<file path="src/rtl/tile_pkg.sv">
// Shared tile-memory types used by the renderers and the tile ROM arbiter.
package tile_pkg;

    localparam int TILE_ADDR_W  = 13;
    localparam int TILE_COLOR_W = 24;

    typedef logic [TILE_ADDR_W-1:0]  tile_addr_t;
    typedef logic [TILE_COLOR_W-1:0] tile_rgb_t;

    // Round-robin successor of index g among n slots.
    function automatic int rr_next(input int g, input int n);
        return (g + 1) % n;
    endfunction

endpackage

</file>
<file path="src/rtl/tile_mem_arbiter_if.sv">
// Request/response/ROM bus between the renderers, the tile ROM and the arbiter.
interface tile_mem_arbiter_if
    import tile_pkg::*;
#(
    parameter int NUM_REQ    = 3,
    parameter int ADDRESS    = TILE_ADDR_W,
    parameter int COLOR_BITS = TILE_COLOR_W
);
    localparam int IW = $clog2(NUM_REQ);

    logic [NUM_REQ-1:0]            req_valid;
    logic [NUM_REQ*ADDRESS-1:0]    req_addr;
    logic [NUM_REQ-1:0]            req_ready;
    logic [NUM_REQ-1:0]            rsp_valid;
    logic [NUM_REQ*COLOR_BITS-1:0] rsp_data;
    logic [NUM_REQ-1:0]            rsp_ready;
    logic [ADDRESS-1:0]            mem_addr;
    logic [COLOR_BITS-1:0]         mem_dout;
    logic [IW-1:0]                 grant_id;

    modport master (
        output req_valid, req_addr, rsp_ready, mem_dout,
        input  req_ready, rsp_valid, rsp_data, mem_addr, grant_id
    );

    modport slave (
        input  req_valid, req_addr, rsp_ready, mem_dout,
        output req_ready, rsp_valid, rsp_data, mem_addr, grant_id
    );

endinterface

</file>
<file path="src/rtl/rr_arbiter.sv">
// Combinational round-robin picker: first eligible index at or after ptr, with wrap.
module rr_arbiter
    import tile_pkg::*;
#(
    parameter int N = 3
) (
    input  logic [N-1:0]         eligible,
    input  logic [$clog2(N)-1:0] ptr,
    output logic [N-1:0]         grant,
    output logic [$clog2(N)-1:0] grant_idx
);
    localparam int IW = $clog2(N);

    logic found;
    int   idx;

    always_comb begin
        grant     = '0;
        grant_idx = '0;
        found     = 1'b0;
        idx       = 0;
        for (int k = 0; k < N; k++) begin
            idx = (int'(ptr) + k) % N;
            if (!found && eligible[idx]) begin
                found      = 1'b1;
                grant[idx] = 1'b1;
                grant_idx  = IW'(idx);
            end
        end
    end

endmodule

</file>
<file path="src/rtl/tile_mem_arbiter.sv">
// Round-robin arbiter sharing the async-read tile color ROM among NUM_REQ requesters.
// Optional macro TILE_ARB_PRIO0_EN gives requester 0 (scanout) absolute priority.
module tile_mem_arbiter
    import tile_pkg::*;
#(
    parameter int NUM_REQ    = 3,
    parameter int ADDRESS    = TILE_ADDR_W,
    parameter int COLOR_BITS = TILE_COLOR_W
) (
    input logic               clk,
    input logic               rst_n,
    tile_mem_arbiter_if.slave bus
);
    localparam int IW = $clog2(NUM_REQ);

`ifdef TILE_ARB_PRIO0_EN
    localparam logic [IW-1:0] RR_RESET = IW'(1);
`else
    localparam logic [IW-1:0] RR_RESET = '0;
`endif

    logic [IW-1:0]                 rr_ptr, rr_ptr_next;
    logic [ADDRESS-1:0]            mem_addr_q, mem_addr;
    logic [NUM_REQ-1:0]            rsp_valid_q;
    logic [NUM_REQ*COLOR_BITS-1:0] rsp_data_q;
    logic [NUM_REQ-1:0]            eligible, rr_elig, rr_grant, grant;
    logic [IW-1:0]                 rr_idx, grant_idx;
    logic                          granted;

    // A full response slot blocks its requester unless it drains this cycle.
    assign eligible = bus.req_valid & (~rsp_valid_q | bus.rsp_ready) & {NUM_REQ{rst_n}};

`ifdef TILE_ARB_PRIO0_EN
    assign rr_elig = eligible & {{(NUM_REQ-1){1'b1}}, 1'b0};
`else
    assign rr_elig = eligible;
`endif

    rr_arbiter #(.N(NUM_REQ)) u_rr (
        .eligible  (rr_elig),
        .ptr       (rr_ptr),
        .grant     (rr_grant),
        .grant_idx (rr_idx)
    );

    always_comb begin
        grant     = rr_grant;
        grant_idx = rr_idx;
`ifdef TILE_ARB_PRIO0_EN
        if (eligible[0]) begin
            grant     = NUM_REQ'(1);
            grant_idx = '0;
        end
`endif
    end

    assign granted = |grant;

    // Without a grant the ROM keeps seeing the last address so its output stays quiet.
    always_comb begin
        mem_addr = mem_addr_q;
        for (int i = 0; i < NUM_REQ; i++) begin
            if (grant[i]) mem_addr = bus.req_addr[i*ADDRESS +: ADDRESS];
        end
    end

    always_comb begin
        rr_ptr_next = rr_ptr;
        if (granted) rr_ptr_next = IW'(rr_next(int'(grant_idx), NUM_REQ));
`ifdef TILE_ARB_PRIO0_EN
        if (granted && grant_idx == '0) rr_ptr_next = rr_ptr;
        if (rr_ptr_next == '0) rr_ptr_next = IW'(1);
`endif
    end

    always_ff @(posedge clk or negedge rst_n) begin
        if (!rst_n) begin
            rr_ptr     <= RR_RESET;
            mem_addr_q <= '0;
        end else begin
            rr_ptr <= rr_ptr_next;
            if (granted) mem_addr_q <= mem_addr;
        end
    end

    // A grant in the same cycle as a drain refills the slot, so it wins over the clear.
    always_ff @(posedge clk or negedge rst_n) begin
        if (!rst_n) begin
            rsp_valid_q <= '0;
            rsp_data_q  <= '0;
        end else begin
            for (int i = 0; i < NUM_REQ; i++) begin
                if (grant[i]) begin
                    rsp_valid_q[i]                         <= 1'b1;
                    rsp_data_q[i*COLOR_BITS +: COLOR_BITS] <= bus.mem_dout;
                end else if (bus.rsp_ready[i]) begin
                    rsp_valid_q[i] <= 1'b0;
                end
            end
        end
    end

    assign bus.req_ready = grant;
    assign bus.grant_id  = grant_idx;
    assign bus.mem_addr  = mem_addr;
    assign bus.rsp_valid = rsp_valid_q;
    assign bus.rsp_data  = rsp_data_q;

endmodule

</file>
<file path="src/flat_wrapper.sv">
// flat-port wrapper written by rule: the top's interface ports become plain ports
module tile_mem_arbiter_flat import tile_pkg::*;
#(
    parameter int NUM_REQ    = 3,
    parameter int ADDRESS    = TILE_ADDR_W,
    parameter int COLOR_BITS = TILE_COLOR_W
)
  (clk, rst_n, bus_req_valid, bus_req_addr, bus_rsp_ready, bus_mem_dout, bus_req_ready, bus_rsp_valid, bus_rsp_data, bus_mem_addr, bus_grant_id);
  tile_mem_arbiter_if #(.NUM_REQ(NUM_REQ), .ADDRESS(ADDRESS), .COLOR_BITS(COLOR_BITS)) bus_i ();
  input logic clk;
  input logic rst_n;
  input wire logic [$bits(bus_i.req_valid)-1:0] bus_req_valid;
  input wire logic [$bits(bus_i.req_addr)-1:0] bus_req_addr;
  input wire logic [$bits(bus_i.rsp_ready)-1:0] bus_rsp_ready;
  input wire logic [$bits(bus_i.mem_dout)-1:0] bus_mem_dout;
  output wire logic [$bits(bus_i.req_ready)-1:0] bus_req_ready;
  output wire logic [$bits(bus_i.rsp_valid)-1:0] bus_rsp_valid;
  output wire logic [$bits(bus_i.rsp_data)-1:0] bus_rsp_data;
  output wire logic [$bits(bus_i.mem_addr)-1:0] bus_mem_addr;
  output wire logic [$bits(bus_i.grant_id)-1:0] bus_grant_id;
  assign bus_i.req_valid = bus_req_valid;
  assign bus_i.req_addr = bus_req_addr;
  assign bus_i.rsp_ready = bus_rsp_ready;
  assign bus_i.mem_dout = bus_mem_dout;
  assign bus_req_ready = bus_i.req_ready;
  assign bus_rsp_valid = bus_i.rsp_valid;
  assign bus_rsp_data = bus_i.rsp_data;
  assign bus_mem_addr = bus_i.mem_addr;
  assign bus_grant_id = bus_i.grant_id;
  tile_mem_arbiter #(.NUM_REQ(NUM_REQ), .ADDRESS(ADDRESS), .COLOR_BITS(COLOR_BITS)) u_core (.clk(clk), .rst_n(rst_n), .bus(bus_i));
endmodule
</file>
<file path="config.mk">
export PLATFORM = sky130hd
export DESIGN_NAME = tile_mem_arbiter_flat
export DESIGN_NICKNAME = d
export VERILOG_FILES = /design/src/rtl/tile_pkg.sv /design/src/rtl/tile_mem_arbiter_if.sv /design/src/rtl/rr_arbiter.sv /design/src/rtl/tile_mem_arbiter.sv /design/src/flat_wrapper.sv
export SDC_FILE = /design/constraint.sdc
export NUM_CORES = 1
export LEC_CHECK = 0
export CAP_MARGIN = 20
export CORE_UTILIZATION = 44
export CTS_CLUSTER_SIZE = 12
export DETAILED_ROUTE_END_ITERATION = 10
export PLACE_DENSITY = 0.92
export RECOVER_POWER = 100
export SYNTH_ARGS = -nofsm -noshare
export SYNTH_HDL_FRONTEND = slang
export SYNTH_SLANG_ARGS = --single-unit
</file>
<file path="constraint.sdc">
create_clock -name clk -period 3.98 [get_ports clk]
set_input_delay 0.398 -clock clk [delete_from_list [all_inputs] [get_ports clk]]
set_output_delay 0.398 -clock clk [all_outputs]
set_load 0.005 [all_outputs]
</file>
==> results.sh, run 1 <==
export IMPL_ys_ff_latch=90
export IMPL_yosysMostFrequentCell="dfrtp_1"
export IMPL_hpwlAfterDp_um=7645
export IMPL_drt_pre_antenna_iters=4
export IMPL_fin_setup_tns_ns=0
export IMPL_outcome="finished with violations"
export IMPL_cts_buffer_depth=2
export IMPL_synth_top_cell_area_share=0.5388
export IMPL_rsz0062_at_grt="false"
export IMPL_crit_path_end_kind="primary output"
export IMPL_synth_area_leaders="dfrtp_1 (54%), mux2_2 (11%), mux2_1 (9.2%)"
export IMPL_hp_class="reg2reg"
export IMPL_clkTransAtPathRegs_ns=0.09
export IMPL_drtAntennaViolNets=0
export IMPL_synth_commonest_cells="dfrtp_1 (90), mux2_2 (42), mux2_1 (34)"
export IMPL_cts_root_buffer="clkbuf_8"
export IMPL_finalSetupViolations=0
export IMPL_syn2layout_area_growth_pct=50.37
export IMPL_period_needed_ns=3.825
export IMPL_maxClockFrequency_ghz=0.2614
export IMPL_vias_per_cell=5.258
export IMPL_min_period_over_period=0.9611
export IMPL_seq_area_frac_synth=0.5388
export IMPL_postSynthCellCount=293
export IMPL_grt_max_degree=41
export IMPL_vias=3181
export IMPL_diodes=0
export IMPL_finalHoldViolCount=0
export IMPL_max_slew_margin_rel=-0.3787
export IMPL_final_net_count=547
export IMPL_stdcell_count=605
export IMPL_finalClockSkew_ns=0.01251
export IMPL_synth_cell_types=41
export IMPL_die_height_um=99.47
export IMPL_htree_levels=3
export IMPL_synth_nets=369
export IMPL_syn_area_mm2=0.004180
export IMPL_drtIter0Drc=94
export IMPL_ios=164
export IMPL_powerDensity_mw_per_mm2=766.7
export IMPL_grt_overflow=0
export IMPL_cp_max_fo=18
export IMPL_core_area_mm2=0.009240
export IMPL_critPathArrivalTime_ns=3.43
export IMPL_synth_warnings=0
export IMPL_ys_dominant_reg_cell="dfrtp_1"
export IMPL_port_buffer_count=163
export IMPL_drc_errors=0
export IMPL_leakagePower_nw=2.730
export IMPL_crit_path_start_kind="flip-flop"
export IMPL_drv_slew=80
export IMPL_peakVddDrop_mv=0.4386
export IMPL_insertion_delay_ns=0.35
export IMPL_maxCapViolCount=2
export IMPL_cts_sinks=90
export IMPL_drive_gt1_frac=0.2101
export IMPL_antenna_found_initial=0
export IMPL_routabilityCongestion=0.8890
export IMPL_fp_row_count=35
export IMPL_r2r_slack_ns=0.96
export IMPL_cts_tree="yes"
export IMPL_violations="max-capacitance violations, max-slew violations"
export IMPL_crit_required_ns=3.58
export IMPL_die_x_um=99.47
export IMPL_initial_core_util=0.4524
export IMPL_wl_um=10770
export IMPL_grt_pass1_vias=3293
export IMPL_die_area_mm2=0.009894
export IMPL_track_usage=0.2194
export IMPL_cts_buffers=9
export IMPL_wire_per_inst_um=17.81
export IMPL_grt_pass1_wl_um=16760
export IMPL_synth_top_cell_by_area="dfrtp_1"
export IMPL_tightest_slew_ns=2.068
export IMPL_placed_cells=579
export IMPL_criticalPathCategory="reg2out"
export IMPL_async_flop_share=1.000
export IMPL_synth_edf_count=0
export IMPL_synth_avg_cell_area_um2=14.27
-- state kept, by name, indices dropped and copies added (netlist names) --
signal                cells
u_core.mem_addr_q        13
u_core.rr_ptr             2
u_core.bus.rsp_data      72
u_core.bus.rsp_valid      3
-- worst max-delay path: stages, from the launching register on --
cell	delay, ns
dfrtp_1	0.42
inv_1	0.13
ha_4	0.23
inv_2	0.11
and4_1	0.25
a21oi_2	0.06
o311ai_4	0.33
a22oi_1	0.18
inv_2	0.13
buf_6	0.19
nor2_2	0.06
buf_6	0.16
a221o_1	0.36
clkdlybuf4s50_1	0.47
-- through the flow --
step / power [mW] / utilization / setup slack [ns] / hold slack (ns) / cell area (um2)
2_1_floorplan: 2.841 / - / 1.057 / 0.1024 / 4180
3_3_place_gp: 4.141 / 0.6455 / 0.2222 / 0.2772 / 5964
3_5_place_dp: 4.235 / 0.6455 / 0.08726 / 0.2832 / 5964
4_1_cts: 4.951 / 0.6739 / 0.001701 / 0.1712 / 6227
5_1_grt: 5.122 / 0.6803 / 0.007263 / 0.4986 / 6286
6_report: 4.820 / 0.6803 / 0.1550 / 0.4869 / 6286
-- power breakdown --
| group | internal [mW] | total (mW) | switching, mW |
|---|---|---|---|
| Sequential | 1.38 | 1.58 | 0.203 |
| Clock | 0.311 | 0.641 | 0.330 |
| Combinational | 1.63 | 2.60 | 0.970 |
-- logic make-up (layout without fill, tap and decap cells) --
logic type               count (synthesis)  after routing  share of synthesized area
multiplexers                            87             87                     0.2442
buffers and inverters                   25            208                    0.03143
adder cells (fa/ha/maj)                  5              5                    0.01497
AND/OR/NAND/NOR                         43             43                    0.06166
flip-flops                              90             90                     0.5388
AO/OA/AOI/OAI                           43             43                     0.1090
-- routing by layer --
layer	up-vias	GRT usage	wire [um]
met5	-	0	0
met4	0	0.07353	193
met3	20	0.06887	660
met2	112	0.3734	5517
met1	1596	0.2646	4402
li1	1453	-	-
-- what timing repair did --
action,CTS,global route
hold buffers,1,0
pin swaps,1,1
endpoints found under the hold margin,12,0
gates cloned,1,1
setup buffers,1,6
endpoints found under the setup margin,13,13
resized for setup,2,5
-- cells in the final DEF (no fill, tap or decap), types with 2 or more instances in the layout --
cell type	synthesis	layout
mux2_2	42	42
nor2_1	5	5
nand2b_1	2	2
nand3_1	4	4
a22oi_1	0	2
inv_2	3	3
clkbuf_8	0	10
clkinvlp_4	0	2
buf_4	0	11
and3_1	2	2
clkbuf_1	2	5
a221o_1	26	26
a21oi_1	3	3
and2_1	14	14
clkdlybuf4s50_1	0	87
mux2_4	11	11
ha_1	5	3
inv_1	5	5
dfrtp_1	90	90
nand2_1	6	6
mux2_1	34	34
buf_6	3	3
dlygate4sd3_1	0	76
-- area by class of cell --
class	count	area, um2
multi-input cells	178	1798
fillers	669	2954
repair buffers	184	1841
clock inverters	5	62.56
flip-flops and latches	90	2252
inverters	8	30.03
well taps	129	161.4
clock buffers	11	141.4
-- worst paths after layout --
kind,startpoint,to,cells past startpoint
setup / recovery,u_core.rr_ptr[0],bus_mem_addr[10],13
hold / removal,u_core.bus.rsp_data[60],u_core.bus.rsp_data[60],1
setup reg to reg,u_core.rr_ptr[0],u_core.rr_ptr[0],10
hold reg to reg,u_core.bus.rsp_data[60],u_core.bus.rsp_data[60],1
max in group asynchronous,rst_n,u_core.bus.rsp_data[3],2
min in group asynchronous,rst_n,u_core.bus.rsp_valid[0],2
No activity file was read; power rests on OpenSTA's default activity.
==> inputs of run 2 (changes only) <==
- CORE_MARGIN: not set -> 5
==> results.sh, run 2 (synthesis gave the netlist of run 1 again) <==
export IMPL_outcome="finished with violations"
export IMPL_violations="max-capacitance violations, max-slew violations"
export IMPL_reg2reg_from="u_core.rr_ptr[0]"
export IMPL_r2r_slack_ns=0.96
export IMPL_finish_instance_area_mm2=0.006274
export IMPL_max_slew_margin_rel=-0.1517
export IMPL_routabilityCongestion=0.9369
export IMPL_hpwlAfterDp_um=8426
export IMPL_ios=164
export IMPL_clkTransAtPathRegs_ns=0.10
export IMPL_power_switching_mw=1.527
export IMPL_cts_buffers=9
export IMPL_port_buffer_count=163
export IMPL_grt_overflow=0
export IMPL_multi_input_area_mm2=0.001831
export IMPL_place_ws_ns=0.1089
export IMPL_drtAntennaViolNets=0
export IMPL_powerDensity_mw_per_mm2=755.6
export IMPL_holdWs_ns=0.4262
export IMPL_core_area_mm2=0.009240
export IMPL_htree_levels=3
export IMPL_endpoint="bus_mem_addr[6]"
export IMPL_final_cell_mix="dfrtp_1 (90), clkdlybuf4s50_1 (87), dlygate4sd3_1 (76)"
export IMPL_hp_class="in2async"
export IMPL_finalClockSkew_ns=0.01304
export IMPL_r2r_cells=10
export IMPL_min_period_over_period=0.9785
export IMPL_grt_pass1_vias=3566
export IMPL_switching_share=0.3221
export IMPL_diodes=0
export IMPL_place_area_mm2=0.005964
export IMPL_vias_per_cell=5.290
export IMPL_register_area_mm2=0.002252
export IMPL_finalHoldViolCount=0
export IMPL_initial_core_util=0.4524
export IMPL_die_x_um=107.5
export IMPL_largest_register_ffs=72
export IMPL_maxCapViolCount=1
export IMPL_cts_tree="yes"
export IMPL_crit_path_start_kind="input port"
export IMPL_insertion_delay_ns=0.35
export IMPL_total_power_mw=4.741
export IMPL_final_net_count=545
export IMPL_cp_max_fo=11
export IMPL_criticalPathCategory="in2out"
export IMPL_nFillCells=687
export IMPL_drv_slew=34
export IMPL_peakVddDrop_mv=0.3718
export IMPL_drt_pre_antenna_iters=4
export IMPL_stdcell_count=603
export IMPL_r2r_end="u_core.rr_ptr[0]"
export IMPL_grt_pass1_wl_um=18560
export IMPL_pwr_share_comb=0.543
export IMPL_fp_row_count=35
export IMPL_drtIter0Drc=105
export IMPL_finalSetupViolations=0
export IMPL_internal_power_mw=3.213
export IMPL_seqPwrFrac=0.334
export IMPL_critPathLaunch="rst_n"
export IMPL_placed_cells=579
export IMPL_crit_path_end_kind="primary output"
export IMPL_post_route_util=0.6789
export IMPL_leakagePower_nw=2.711
export IMPL_critPathArrivalTime_ns=3.50
export IMPL_antenna_found_initial=0
export IMPL_die_area_mm2=0.01155
export IMPL_tightest_slew_ns=1.728
export IMPL_drive_gt1_frac=0.2215
export IMPL_vias=3190
export IMPL_fin_setup_tns_ns=0
export IMPL_crit_required_ns=3.58
export IMPL_drc_errors=0
export IMPL_syn2layout_area_growth_pct=50.07
export IMPL_wire_per_inst_um=18.96
export IMPL_wl_um=11430
export IMPL_pwr_share_clk=0.123
export IMPL_period_needed_ns=3.895
export IMPL_final_common_cell="dfrtp_1"
export IMPL_die_height_um=107.5
export IMPL_grt_max_degree=56
export IMPL_cts_sinks=90
export IMPL_setup_ws_ns=0.08549
export IMPL_cts_root_buffer="clkbuf_8"
export IMPL_maxClockFrequency_ghz=0.2568
export IMPL_cts_buffer_depth=2
export IMPL_track_usage=0.2035
run 2: cell count changes in the layout (fill, tap and decap cells not counted), sizes merged:
cell,change
clkbuf,-2
clkinv,+2
bufbuf,-1
bufinv,-1
run 2: power by group through the flow:
stage	Combinational, mW	Sequential [mW]	Clock [mW]
CTS	2.67	1.61	0.604
detailed placement	2.65	1.62	0
global placement	2.58	1.59	0
finish	2.57	1.58	0.582
global route	2.77	1.65	0.647
floorplan	1.21	1.63	0
run 2: worst max-delay path, stage by stage:
cell	delay [ns]
dlygate4sd3_1	0.54
buf_4	0.19
nand2_1	0.13
o21ai_4	0.21
o32a_1	0.24
o21ai_4	0.09
a221oi_4	0.39
clkbuf_16	0.25
mux2_4	0.31
a221o_1	0.30
clkdlybuf4s50_1	0.45
run 2: worst min path at each step:
stage           from  depth (start not counted)                      to
2_1_floorplan  rst_n                          0  u_core.bus.rsp_data[0]
3_3_place_gp   rst_n                          1        u_core.rr_ptr[1]
3_5_place_dp   rst_n                          1        u_core.rr_ptr[0]
4_1_cts        rst_n                          2        u_core.rr_ptr[1]
5_1_grt        rst_n                          2        u_core.rr_ptr[1]
6_report       rst_n                          2        u_core.rr_ptr[1]
run 2: layer usage:
metal	routed length, um	vias to the layer above	GRT usage
li1	-	1445	-
met1	4309	1614	0.2345
met2	6115	111	0.3610
met3	783	20	0.06719
met4	222	0	0.05681
met5	0	-	0
run 2: layout make-up:
| class | count | area share |
|---|---|---|
| Clock buffer | 10 | 0.02194 |
| Clock inverter | 6 | 0.007978 |
| Inverter | 8 | 0.005185 |
| Multi-Input combinational cell | 178 | 0.2918 |
| Sequential cell | 90 | 0.3590 |
| Tap cell | 129 | 0.02573 |
| Timing Repair Buffer | 182 | 0.2884 |
run 2: timing repair:
item	in CTS	in global routing
setup endpoints to repair	13	13
hold endpoints to repair	2	0
hold buffers	1	0
pin swaps	0	3
setup buffers	0	6
cloned	0	1
resized for setup	2	11
